$ cat config.mk
export PLATFORM = sky130hd
export DESIGN_NAME = pir_sensor_frontend
export DESIGN_NICKNAME = d
export VERILOG_FILES = /design/src/rtl/pir_pkg.sv /design/src/rtl/pir_channel.sv /design/src/rtl/pir_sensor_frontend.sv
export SDC_FILE = /design/constraint.sdc
export NUM_CORES = 1
export LEC_CHECK = 0
export CORE_MARGIN = 1.5
export CORE_UTILIZATION = 55
export DETAILED_ROUTE_END_ITERATION = 10
export PLACE_DENSITY_LB_ADDON = 0.12
export SKIP_LAST_GASP = 1
export SLEW_MARGIN = 20
export SYNTH_ARGS = -nofsm -noshare
export SYNTH_HDL_FRONTEND = slang
export SYNTH_SLANG_ARGS = --single-unit
$ cat constraint.sdc
create_clock -name clk -period 2.2 [get_ports clk]
set_clock_uncertainty 0.05 [all_clocks]
set_input_delay 0.44 -clock clk [delete_from_list [all_inputs] [get_ports clk]]
set_output_delay 0.44 -clock clk [all_outputs]
set_load 0.03 [all_outputs]
$ cat src/rtl/pir_pkg.sv
// Shared PIR constants and level type, used by the sensor front end and the motion alarm controller.
package pir_pkg;

  localparam int NUM_PIR           = 3;
  localparam int PIR_LEVEL_W       = 7;
  localparam int PIR_LEVEL_MAX     = 127;
  localparam int PIR_TRIGGER_LEVEL = 50;

  typedef logic [PIR_LEVEL_W-1:0] pir_level_t;

  // The level range is a full power of two, so a carry out means saturation.
  function automatic pir_level_t sat_add(input pir_level_t a, input logic b);
    logic [PIR_LEVEL_W:0] sum;
    sum = {1'b0, a} + {{PIR_LEVEL_W{1'b0}}, b};
    if (sum[PIR_LEVEL_W]) begin
      return '1;
    end
    return sum[PIR_LEVEL_W-1:0];
  endfunction

endpackage

$ cat src/rtl/pir_channel.sv
// One PIR sensor: 2-flop synchronizer, optional glitch filter (PIR_GLITCH_FILTER_EN),
// per-window high-cycle counter and stuck-high detection with a sticky fault flag.
module pir_channel
  import pir_pkg::*;
#(
  parameter int WINDOW_CYCLES = 100,
  parameter int STUCK_WINDOWS = 4
`ifdef PIR_GLITCH_FILTER_EN
  ,
  parameter int FILTER_CYCLES = 3
`endif
) (
  input  logic       clk,
  input  logic       rst,
  input  logic       enable,
  input  logic       pin,
  input  logic       win_end,
  output pir_level_t level,
  output logic       fault
);

  localparam int STUCK_W = $clog2(STUCK_WINDOWS + 1);

  logic [1:0]         sync;
  logic               synced;
  logic               sample;
  pir_level_t         hi_cnt;
  pir_level_t         raw_level;
  logic [STUCK_W-1:0] stuck_cnt;
  logic [STUCK_W-1:0] stuck_next;
  logic               fault_next;

  // The synchronizer keeps running while disarmed so the first armed sample is valid.
  always_ff @(posedge clk) begin
    if (rst) begin
      sync <= '0;
    end else begin
      sync <= {sync[0], pin};
    end
  end

  assign synced = sync[1];

`ifdef PIR_GLITCH_FILTER_EN
  localparam int FILT_W = $clog2(FILTER_CYCLES + 1);

  logic              filt;
  logic [FILT_W-1:0] filt_cnt;

  always_ff @(posedge clk) begin
    if (rst || !enable) begin
      filt     <= 1'b0;
      filt_cnt <= '0;
    end else if (synced != filt) begin
      if (filt_cnt == FILT_W'(FILTER_CYCLES - 1)) begin
        filt     <= synced;
        filt_cnt <= '0;
      end else begin
        filt_cnt <= filt_cnt + 1'b1;
      end
    end else begin
      filt_cnt <= '0;
    end
  end

  assign sample = filt;
`else
  assign sample = synced;
`endif

  // The window-end sample goes into the reported level, so the counter restarts from zero.
  always_ff @(posedge clk) begin
    if (rst || !enable) begin
      hi_cnt <= '0;
    end else if (win_end) begin
      hi_cnt <= '0;
    end else begin
      hi_cnt <= sat_add(hi_cnt, sample);
    end
  end

  assign raw_level = sat_add(hi_cnt, sample);

  always_comb begin
    stuck_next = '0;
    if (raw_level == pir_level_t'(WINDOW_CYCLES)) begin
      if (stuck_cnt == STUCK_W'(STUCK_WINDOWS)) begin
        stuck_next = stuck_cnt;
      end else begin
        stuck_next = stuck_cnt + 1'b1;
      end
    end
    fault_next = fault || (stuck_next == STUCK_W'(STUCK_WINDOWS));
  end

  always_ff @(posedge clk) begin
    if (rst || !enable) begin
      stuck_cnt <= '0;
      fault     <= 1'b0;
    end else if (win_end) begin
      stuck_cnt <= stuck_next;
      fault     <= fault_next;
    end
  end

  // A sensor is silenced already on the update that flags it.
  assign level = fault_next ? '0 : raw_level;

endmodule

$ cat src/rtl/pir_sensor_frontend.sv
// Turns three raw PIR pins into windowed 7-bit motion levels with a shared valid strobe.
// Define PIR_GLITCH_FILTER_EN to add the per-channel glitch filter.
module pir_sensor_frontend
  import pir_pkg::*;
#(
  parameter int WINDOW_CYCLES = 100,
  parameter int STUCK_WINDOWS = 4
`ifdef PIR_GLITCH_FILTER_EN
  ,
  parameter int FILTER_CYCLES = 3
`endif
) (
  input  logic                   clk,
  input  logic                   rst,
  input  logic                   enable,
  input  logic [NUM_PIR-1:0]     pir_raw,
  output logic [PIR_LEVEL_W-1:0] pir_sensor_1,
  output logic [PIR_LEVEL_W-1:0] pir_sensor_2,
  output logic [PIR_LEVEL_W-1:0] pir_sensor_3,
  output logic                   level_valid,
  output logic [NUM_PIR-1:0]     fault
);

  localparam int WIN_W = $clog2(WINDOW_CYCLES);

  logic [WIN_W-1:0] win_cnt;
  logic             win_end;
  pir_level_t       levels [NUM_PIR];

  assign win_end = enable && (win_cnt == WIN_W'(WINDOW_CYCLES - 1));

  always_ff @(posedge clk) begin
    if (rst || !enable) begin
      win_cnt <= '0;
    end else if (win_end) begin
      win_cnt <= '0;
    end else begin
      win_cnt <= win_cnt + 1'b1;
    end
  end

  for (genvar i = 0; i < NUM_PIR; i++) begin : g_chan
    pir_channel #(
      .WINDOW_CYCLES(WINDOW_CYCLES),
      .STUCK_WINDOWS(STUCK_WINDOWS)
`ifdef PIR_GLITCH_FILTER_EN
      ,
      .FILTER_CYCLES(FILTER_CYCLES)
`endif
    ) u_chan (
      .clk    (clk),
      .rst    (rst),
      .enable (enable),
      .pin    (pir_raw[i]),
      .win_end(win_end),
      .level  (levels[i]),
      .fault  (fault[i])
    );
  end

  // Levels hold between window ends; a partial window never produces an update.
  always_ff @(posedge clk) begin
    if (rst || !enable) begin
      pir_sensor_1 <= '0;
      pir_sensor_2 <= '0;
      pir_sensor_3 <= '0;
      level_valid  <= 1'b0;
    end else begin
      level_valid <= win_end;
      if (win_end) begin
        pir_sensor_1 <= levels[0];
        pir_sensor_2 <= levels[1];
        pir_sensor_3 <= levels[2];
      end
    end
  end

endmodule
After elaboration in Yosys (flattened, before gate mapping)

Index checks and enable logic that the tools add are counted.

Flip-flop bits (word level): 68
Output and inout port bits: 25

$add $sub $neg: 7
Equality and inequality tests: 10
Muxes and demuxes: 27
Reductions and logical operators: 7

Operators by type and width:

| operator                                     | count |
|---|---|
| 2-to-1 mux 7 bit                             | 12 |
| equality test 7 bit (second input constant)  | 4 |
| adder 7 x 1 -> 8 bit                         | 3 |
| equality test 3 bit (second input constant)  | 6 |
| 2-to-1 mux 3 bit                             | 6 |
| adder 3 x 1 -> 3 bit (second input constant) | 3 |
| 2-to-1 mux 1 bit                             | 9 |
| adder 7 x 1 -> 7 bit (second input constant) | 1 |
| logical OR 1 bit                             | 4 |
| OR reduction 2 bit                           | 1 |
| logical AND 1 bit                            | 1 |
| zero test 1 bit                              | 1 |

Depth between registers and ports, before layout

Gate-level depths: netlist of the first run.

Depth after elaboration: 8
Gate-level depth with buffers: 8
Depth with buffers taken out: 7

Cells and area by module

A second synthesis of the first run with hierarchy kept.

Cell total of the unflattened synthesis: 394
Area total of the unflattened synthesis: 3362.0 um^2

By module, submodules not included:

| module              | instances | cells an instance | area each (um^2) |
|---|---|---|---|
| pir_channel         | 3         | 88                | 728.2 |
| pir_sensor_frontend | 1         | 130               | 1177.4 |

Worst setup path after synthesis of the first run

No wires, ideal clock.

Kind: register to register
From: register g_chan[1].u_chan.hi_cnt[0]
To: register pir_sensor_2[6]
Setup time: 0.126 ns
Arrival: 1.745 ns
Data required time: 2.024 ns
Slack: 0.279 ns
Stages on the path, launching flop included: 8
Buffers on the path: 0
Clock period less this slack: 1.921 ns
Cell sequence: dfxtp_1 > ha_1 > ha_1 > xnor2_1 > or4_4 > or2_4 > nor4_1 > o31ai_1

Cells in the longest elaborated chain, start to end: 8

RTL lines:

| what                   | line                      | RTL |
|---|---|---|
| from (decl)            | pir_channel.sv:27         | `pir_level_t hi_cnt;` |
| from (signal assigned) | pir_channel.sv:78         | `hi_cnt <= sat_add(hi_cnt, sample);` |
| adder 7 x 1 -> 8 bit * | pir_pkg.sv:14             | `sum = {1'b0, a} + {{PIR_LEVEL_W{1'b0}}, b};` |
| 2-to-1 mux 1 bit       | pir_pkg.sv:15             | `if (sum[PIR_LEVEL_W]) begin` |
| 2-to-1 mux 7 bit *     | pir_pkg.sv:18             | `return sum[PIR_LEVEL_W-1:0];` |
| equality test 7 bit    | pir_channel.sv:86         | `if (raw_level == pir_level_t'(WINDOW_CYCLES)) begin` |
| 2-to-1 mux 3 bit       | pir_channel.sv:86         |  |
| equality test 3 bit    | pir_channel.sv:93         | `fault_next = fault \|\| (stuck_next == STUCK_W'(STUCK_WINDOWS));` |
| logical OR 1 bit       | pir_channel.sv:93         |  |
| 2-to-1 mux 7 bit *     | pir_channel.sv:107        | `assign level = fault_next ? '0 : raw_level;` |
| to (signal assigned)   | pir_sensor_frontend.sv:72 | `pir_sensor_2 <= levels[1];` |
| to (decl)              | pir_sensor_frontend.sv:18 | `output logic [PIR_LEVEL_W-1:0] pir_sensor_2,` |

Every way passes the cells marked *; elsewhere a longest branch is shown, timed or not.
A chain may end at the register's enable or synchronous reset.

Worst setup path in the final report of the first run

From: register g_chan[1].u_chan.hi_cnt[0]
To: register pir_sensor_2[2]

The elaborated chain is that of the path after synthesis.

==> flow_summary.toml, run 1 <==
[clocking]
clkSlewWorstSetupHoldPaths_ps = 70
h-tree-depth = 3
cts_buffers = 9
insertion_delay_ps = 350
cts.sinks = 68
clockRootBuffer = "clkbuf_8"
cts_hold_buf = 0
clock_path_buffers = 2
cts_post_setup_buffers_inserted = 0
post_cts_resized = 0
cts_tree = "built"

[timing]
grt_setup_unrepaired = "no"
fin_setup_tns_ps = 0
worst_slew_pin_slew_ps = 398.8
finalCritPeriodShare_pct = 93.30
report.final.slew_viol_count = 0
hold_viol = 0
fmax_mhz = 487.2
min_period_ps = 2053
slew_headroom_pct = 73.24
setup_viol = 0

[pwr]
power_w = 0.002327
power_per_cell_area_nw_per_um2 = 636.7
ir_drop_v = 0.0008072
p_int_w = 0.001822
p_clk_share_pct = 44.0
p_leak_nw = 1.366
combPwrFrac_pct = 2.7
switching_power_w = 0.0005045
power_frac_seq_pct = 53.4
swShare_pct = 21.68

[detailed_routing]
drc = 0
via_per_inst = 5.613
wl_per_cell_um = 14.24
vias = 2537
wl_mm = 6.437
final_antenna_net_count = 0
drtPass1Iterations = 4
drt_iter0_markers = 125

[setup_path]
path_cells = "ha_1 -> ha_1 -> xnor2_1 -> or4_4 -> a21oi_2 -> nand4bb_1 -> a22o_1"
startpoint_type = "flip-flop"
slowest_delay_ps = 440
worst-path-max-fanout = 5
timing.critical_path.mode_cell = "ha_1"
critical_path_class = "flip-flop to flip-flop"
required_ps = 2380
critical-path-slowest-cell = "or4_4"
end_kind = "flip-flop"
cp_data_arrival_time_ps = 2240

[placement]
placedCellCount = 436
port_buffers = 30
place_hpwl_mm = 4.719
gp_congestion = 0.9220

[global_routing]
grt_pass1_wl_mm = 10.82
overflow = 0
antenna_found_initial = 0
grt_max_degree = 20
grt_pass1_vias = 2392
grt_util_all_layers_pct = 23.36

[cells_and_area]
final_layout_size_suffix_gt1_share_pct = 10.73
multiInputGateArea_um2 = 1574
fillers = 437
nets = 396
fin_cells = 452
antennaDiodeCount = 0
syn2layout_area_growth_pct = 20.50
seq_area_um2 = 1361

[logic_synthesis]
synth_edf_count = 0
synth_xor_area_share_pct = 3.177
async_flop_share_pct = 0
synth_top_family_by_area = "simple AND/OR/NAND/NOR gates"
synth_simple_gate_area_share_pct = 26.61
syn_area_um2 = 3033
synthMuxAreaShare_pct = 2.764
ys_ff_latch = 68
synth_compound_area_share_pct = 13.99
synth.distinct_cells = 50
seq_area_frac_synth_pct = 44.88
syn-num-nets = 355
synthAdderAreaFrac_pct = 5.363
synth.avg_cell_area_um2 = 9.027
ys_warn_count = 0
syn_inst = 336
synth-main-ff-cell = "dfxtp_1"

[floorplan]
core_um2 = 5205
start_util_pct = 58.27
die_x_um = 77.26
die_area_um2 = 5969
core.rowCount = 26
die_h_um = 77.26
io_pins = 31

[status]
status = "finished, final reports clean"

[flow_run]
drv_cap = 0

[min_path]
hp-class = "flip-flop to flip-flop"
[power groups by stage]
stage	clock [W]	sequential (W)	combinational [W]
floorplan	0	0.00127	0.0000284
global placement	0	0.00127	0.0000600
detailed placement	0	0.00127	0.0000615
CTS	0.00104	0.00124	0.0000620
global route	0.00111	0.00124	0.0000668
finish	0.00102	0.00124	0.0000617
[placed cells by master, fill, tap and decap left out, types with 8 or more instances in the layout]
cell type        count
clkdlybuf4s50_1     30
ha_1                13
and3_1              10
buf_4               10
nor2b_1              9
dfxtp_1             68
clkbuf_8            10
a21oi_1             19
inv_1                8
nand3_1             15
nand2_1             29
nor2_1              42
o21ai_0             13
[cells in the mapped netlist, drive strengths merged, types with 5 or more instances]
| library cell | count | area, um2 |
|---|---|---|
| a21oi | 20 | 103.9 |
| a22o | 7 | 61.31 |
| a32o | 5 | 50.05 |
| and2 | 5 | 31.28 |
| and3 | 12 | 77.57 |
| buf | 10 | 60.06 |
| dfxtp | 68 | 1361 |
| ha | 13 | 162.7 |
| inv | 9 | 33.78 |
| mux2i | 5 | 50.05 |
| nand2 | 29 | 108.9 |
| nand3 | 16 | 85.08 |
| nand3b | 5 | 37.54 |
| nor2 | 42 | 157.7 |
| nor2b | 9 | 56.30 |
| nor3 | 9 | 61.31 |
| o21ai | 14 | 70.06 |
| xnor2 | 7 | 61.31 |
[worst max-delay path, delay by kind of cell (launching register included)]
family / cells / cell delay, ps
AO/OA/AOI/OAI: 2 / 420
flip-flops: 1 / 300
adder cells (fa/ha/maj): 2 / 440
AND/OR/NAND/NOR: 2 / 570
XOR/XNOR: 1 / 160
[logic make-up (layout without fill, tap and decap cells)]
| family | count (synthesis) | after routing |
|---|---|---|
| and+or+nand+nor | 152 | 152 |
| xor gates and xnor gates | 11 | 11 |
| DFF | 68 | 68 |
| buffers and inverters | 20 | 66 |
| AOI/OAI and AO/OA | 64 | 64 |
| muxes | 8 | 8 |
| adders and majority gates | 13 | 13 |
[state kept, by name (all words and copies together), names as in the netlist]
register,count
pir_sensor_3,7
g_chan.u_chan.fault,3
g_chan.u_chan.hi_cnt,21
pir_sensor_2,7
level_valid,1
g_chan.u_chan.sync,6
pir_sensor_1,7
win_cnt,7
g_chan.u_chan.stuck_cnt,9
[metal layers]
metal  GRT usage (%)  share of wire (%)  vias up  wire, um
met1           27.28                 46     1191      2977
li1                -                  -     1281         -
met2           39.12                 48       55      3090
met3           8.333                4.2       10       269
met5               0                  0        -         0
met4           8.727                1.5        0        99
[per-stage QoR]
step	util [%]	worst slack [ps]	hold slack, ps	cell area (um2)
after global placement	66.32	175.6	366.3	3452
after floorplan	-	279.1	363.8	3033
after global routing	70.22	22.48	410.7	3655
after detailed placement	66.32	95.79	373.9	3452
final	70.22	147.5	388.0	3655
after CTS	70.22	143.3	391.5	3655
[area by class of cell]
class                      count  area share (%)
multi-input combinational    248           43.07
sequential                    68           37.25
timing repair buffer          41           10.82
clock buffer                  11           3.869
tap                           70           2.396
clock inverter                 5           1.678
inverter                       9          0.9243
[final timing paths]
kind | startpoint | end | slack [ps] | depth (start not counted)
max | g_chan[1].u_chan.hi_cnt[0] | pir_sensor_2[2] | 150 | 7
min | g_chan[0].u_chan.sync[0] | g_chan[0].u_chan.sync[1] | 390 | 1
max reg2reg | g_chan[1].u_chan.hi_cnt[0] | pir_sensor_2[2] | 150 | 7
min reg2reg | g_chan[0].u_chan.sync[0] | g_chan[0].u_chan.sync[1] | 390 | 1
Note: power is estimated with default switching activity, not from simulation.
==> run 2: changes to the inputs <==
Settings changed: CORE_UTILIZATION 55 to 28, MAX_ROUTING_LAYER set to met4.
Clock period 2.2 ns to 2.4 ns, I/O delays scaled along.
==> run 2 against run 1 <==
Die area rose by 92%. Maximum frequency fell by 1.7%. Total power fell by 3.4%. Critical path depth did not move.
==> flow_summary.toml, run 2 (synthesized netlist as in run 1, its figures left out) <==
[status]
status = "finished, final reports clean"

[detailed_routing]
wl_mm = 6.860
via_per_inst = 4.850
drt_iter0_markers = 95
final_antenna_net_count = 0
drtPass1Iterations = 4
wl_per_cell_um = 13.35
wl_met2_mm = 3.168
vias = 2493
wl_met3_um = 268
drc = 0
wl_met1_mm = 3.366
top_layer = "met4"

[floorplan]
die_area_um2 = 11470
core_um2 = 10420
die_h_um = 107.1
die_x_um = 107.1
io_pins = 31
core.rowCount = 37
start_util_pct = 29.12

[placement]
port_buffers = 30
placedCellCount = 499
pre_cts_ws_ps = 99.52
place_hpwl_mm = 4.853
gp_congestion = 0.7746
place_area_um2 = 3500

[cells_and_area]
fin_cells = 514
syn2layout_area_growth_pct = 22.77
nets = 393
fillers = 1101
fin_area_um2 = 3724
final_layout_size_suffix_gt1_share_pct = 10.05
antennaDiodeCount = 0
utilization_pct = 35.75
layout.cells.most_common = "dfxtp_1"
top_regs = "g_chan.u_chan.hi_cnt (21), g_chan.u_chan.stuck_cnt (9)"
registers.top_by_ff_count = "g_chan.u_chan.hi_cnt"
largest_reg_flops = 21
final_cell_mix = "dfxtp_1 (68), nor2_1 (42), clkdlybuf4s50_1 (30)"

[setup_path]
worst-path-max-fanout = 3
required_ps = 2570
timing.critical_path.mode_cell = "ha_1"
end_kind = "flip-flop"
critical_path_class = "flip-flop to flip-flop"
critical-path-slowest-cell = "or4_4"
slowest_delay_ps = 440
cp_data_arrival_time_ps = 2250
startpoint_type = "flip-flop"
path_cells = "ha_1 -> ha_1 -> xnor2_1 -> or4_4 -> or2_4 -> nor4_1 -> o31ai_1"

[pwr]
power_per_cell_area_nw_per_um2 = 603.6
p_leak_nw = 1.367
combPwrFrac_pct = 2.3
p_clk_share_pct = 47.1
ir_drop_v = 0.0002415
power_frac_seq_pct = 50.7
switching_power_w = 0.0004564
p_int_w = 0.001791
swShare_pct = 20.31

[timing]
worst_slack_ps = 311.7
finalCritPeriodShare_pct = 87.01
report.final.slew_viol_count = 0
grt_setup_unrepaired = "no"
hold_viol = 0
fmax_mhz = 478.8
slew_headroom_pct = 70.08
worst_slew_pin_slew_ps = 447.8
fin_setup_tns_ps = 0
setup_viol = 0
min_period_ps = 2088

[clocking]
post_cts_resized = 0
clock_path_buffers = 2
cts_hold_buf = 0
cts_tree = "built"
clkSlewWorstSetupHoldPaths_ps = 70
clockRootBuffer = "clkbuf_8"
cts_post_setup_buffers_inserted = 0
cts_buffers = 9
insertion_delay_ps = 340
cts.sinks = 68
h-tree-depth = 3

[global_routing]
grt_max_degree = 28
overflow = 0
grt_util_all_layers_pct = 12.93
grt_pass1_wl_mm = 11.24
antenna_found_initial = 0
grt_pass1_vias = 2400

[min_path]
hp-class = "flip-flop to flip-flop"

[flow_run]
drv_cap = 0
-- run 2: cell count changes in the layout (fill, tap and decap cells not counted), sizes merged --
cell / before / now
buf: 11 / 8
clkinvlp: 3 / 1
bufinv: 1 / 2
-- run 2: layer usage --
metal | up-vias | GRT usage [%]
li1 | 1281 | -
met1 | 1178 | 15.38
met2 | 29 | 20.79
met3 | 5 | 4.316
met4 | 0 | 3.714
met5 | - | -
-- run 2: critical path, delay by kind of cell (launching register included) --
family                   cells  cell delay (ps)
flip-flops                   1              300
adder cells (fa/ha/maj)      2              440
AND/OR/NAND/NOR              3              920
AO/OA/AOI/OAI                1              100
XOR/XNOR                     1              170
-- run 2: cell type report --
type	instances	area, um2	area share [%]
multi-input combinational	248	1574	42.27
inverter	9	33.78	0.9073
clock inverter	4	72.57	1.949
tap	136	170.2	4.570
clock buffer	11	151.4	4.066
sequential	68	1361	36.56
timing repair buffer	38	360.3	9.677
-- run 2: worst paths after layout --
path,from,end,slack [ps],cells after the start
hold / removal,g_chan[1].u_chan.sync[0],g_chan[1].u_chan.sync[1],390,1
hold reg to reg,g_chan[1].u_chan.sync[0],g_chan[1].u_chan.sync[1],390,1
setup reg to reg,g_chan[1].u_chan.hi_cnt[0],pir_sensor_2[6],310,7
setup / recovery,g_chan[1].u_chan.hi_cnt[0],pir_sensor_2[6],310,7
-- run 2: power groups by stage --
stage | combinational (W) | sequential [W] | clock, W
detailed placement | 0.0000529 | 0.00116 | 0
finish | 0.0000516 | 0.00114 | 0.00106
global route | 0.0000575 | 0.00114 | 0.00114
global placement | 0.0000522 | 0.00116 | 0
floorplan | 0.0000260 | 0.00116 | 0
CTS | 0.0000532 | 0.00114 | 0.00110
-- run 2: metrics by stage --
step                      total power (W)  hold WS (ps)
after global routing             0.002337         404.7
after CTS                        0.002288         398.4
after detailed placement         0.001217         380.3
after floorplan                  0.001190         363.8
after global placement           0.001217         379.2
final                            0.002247         390.6
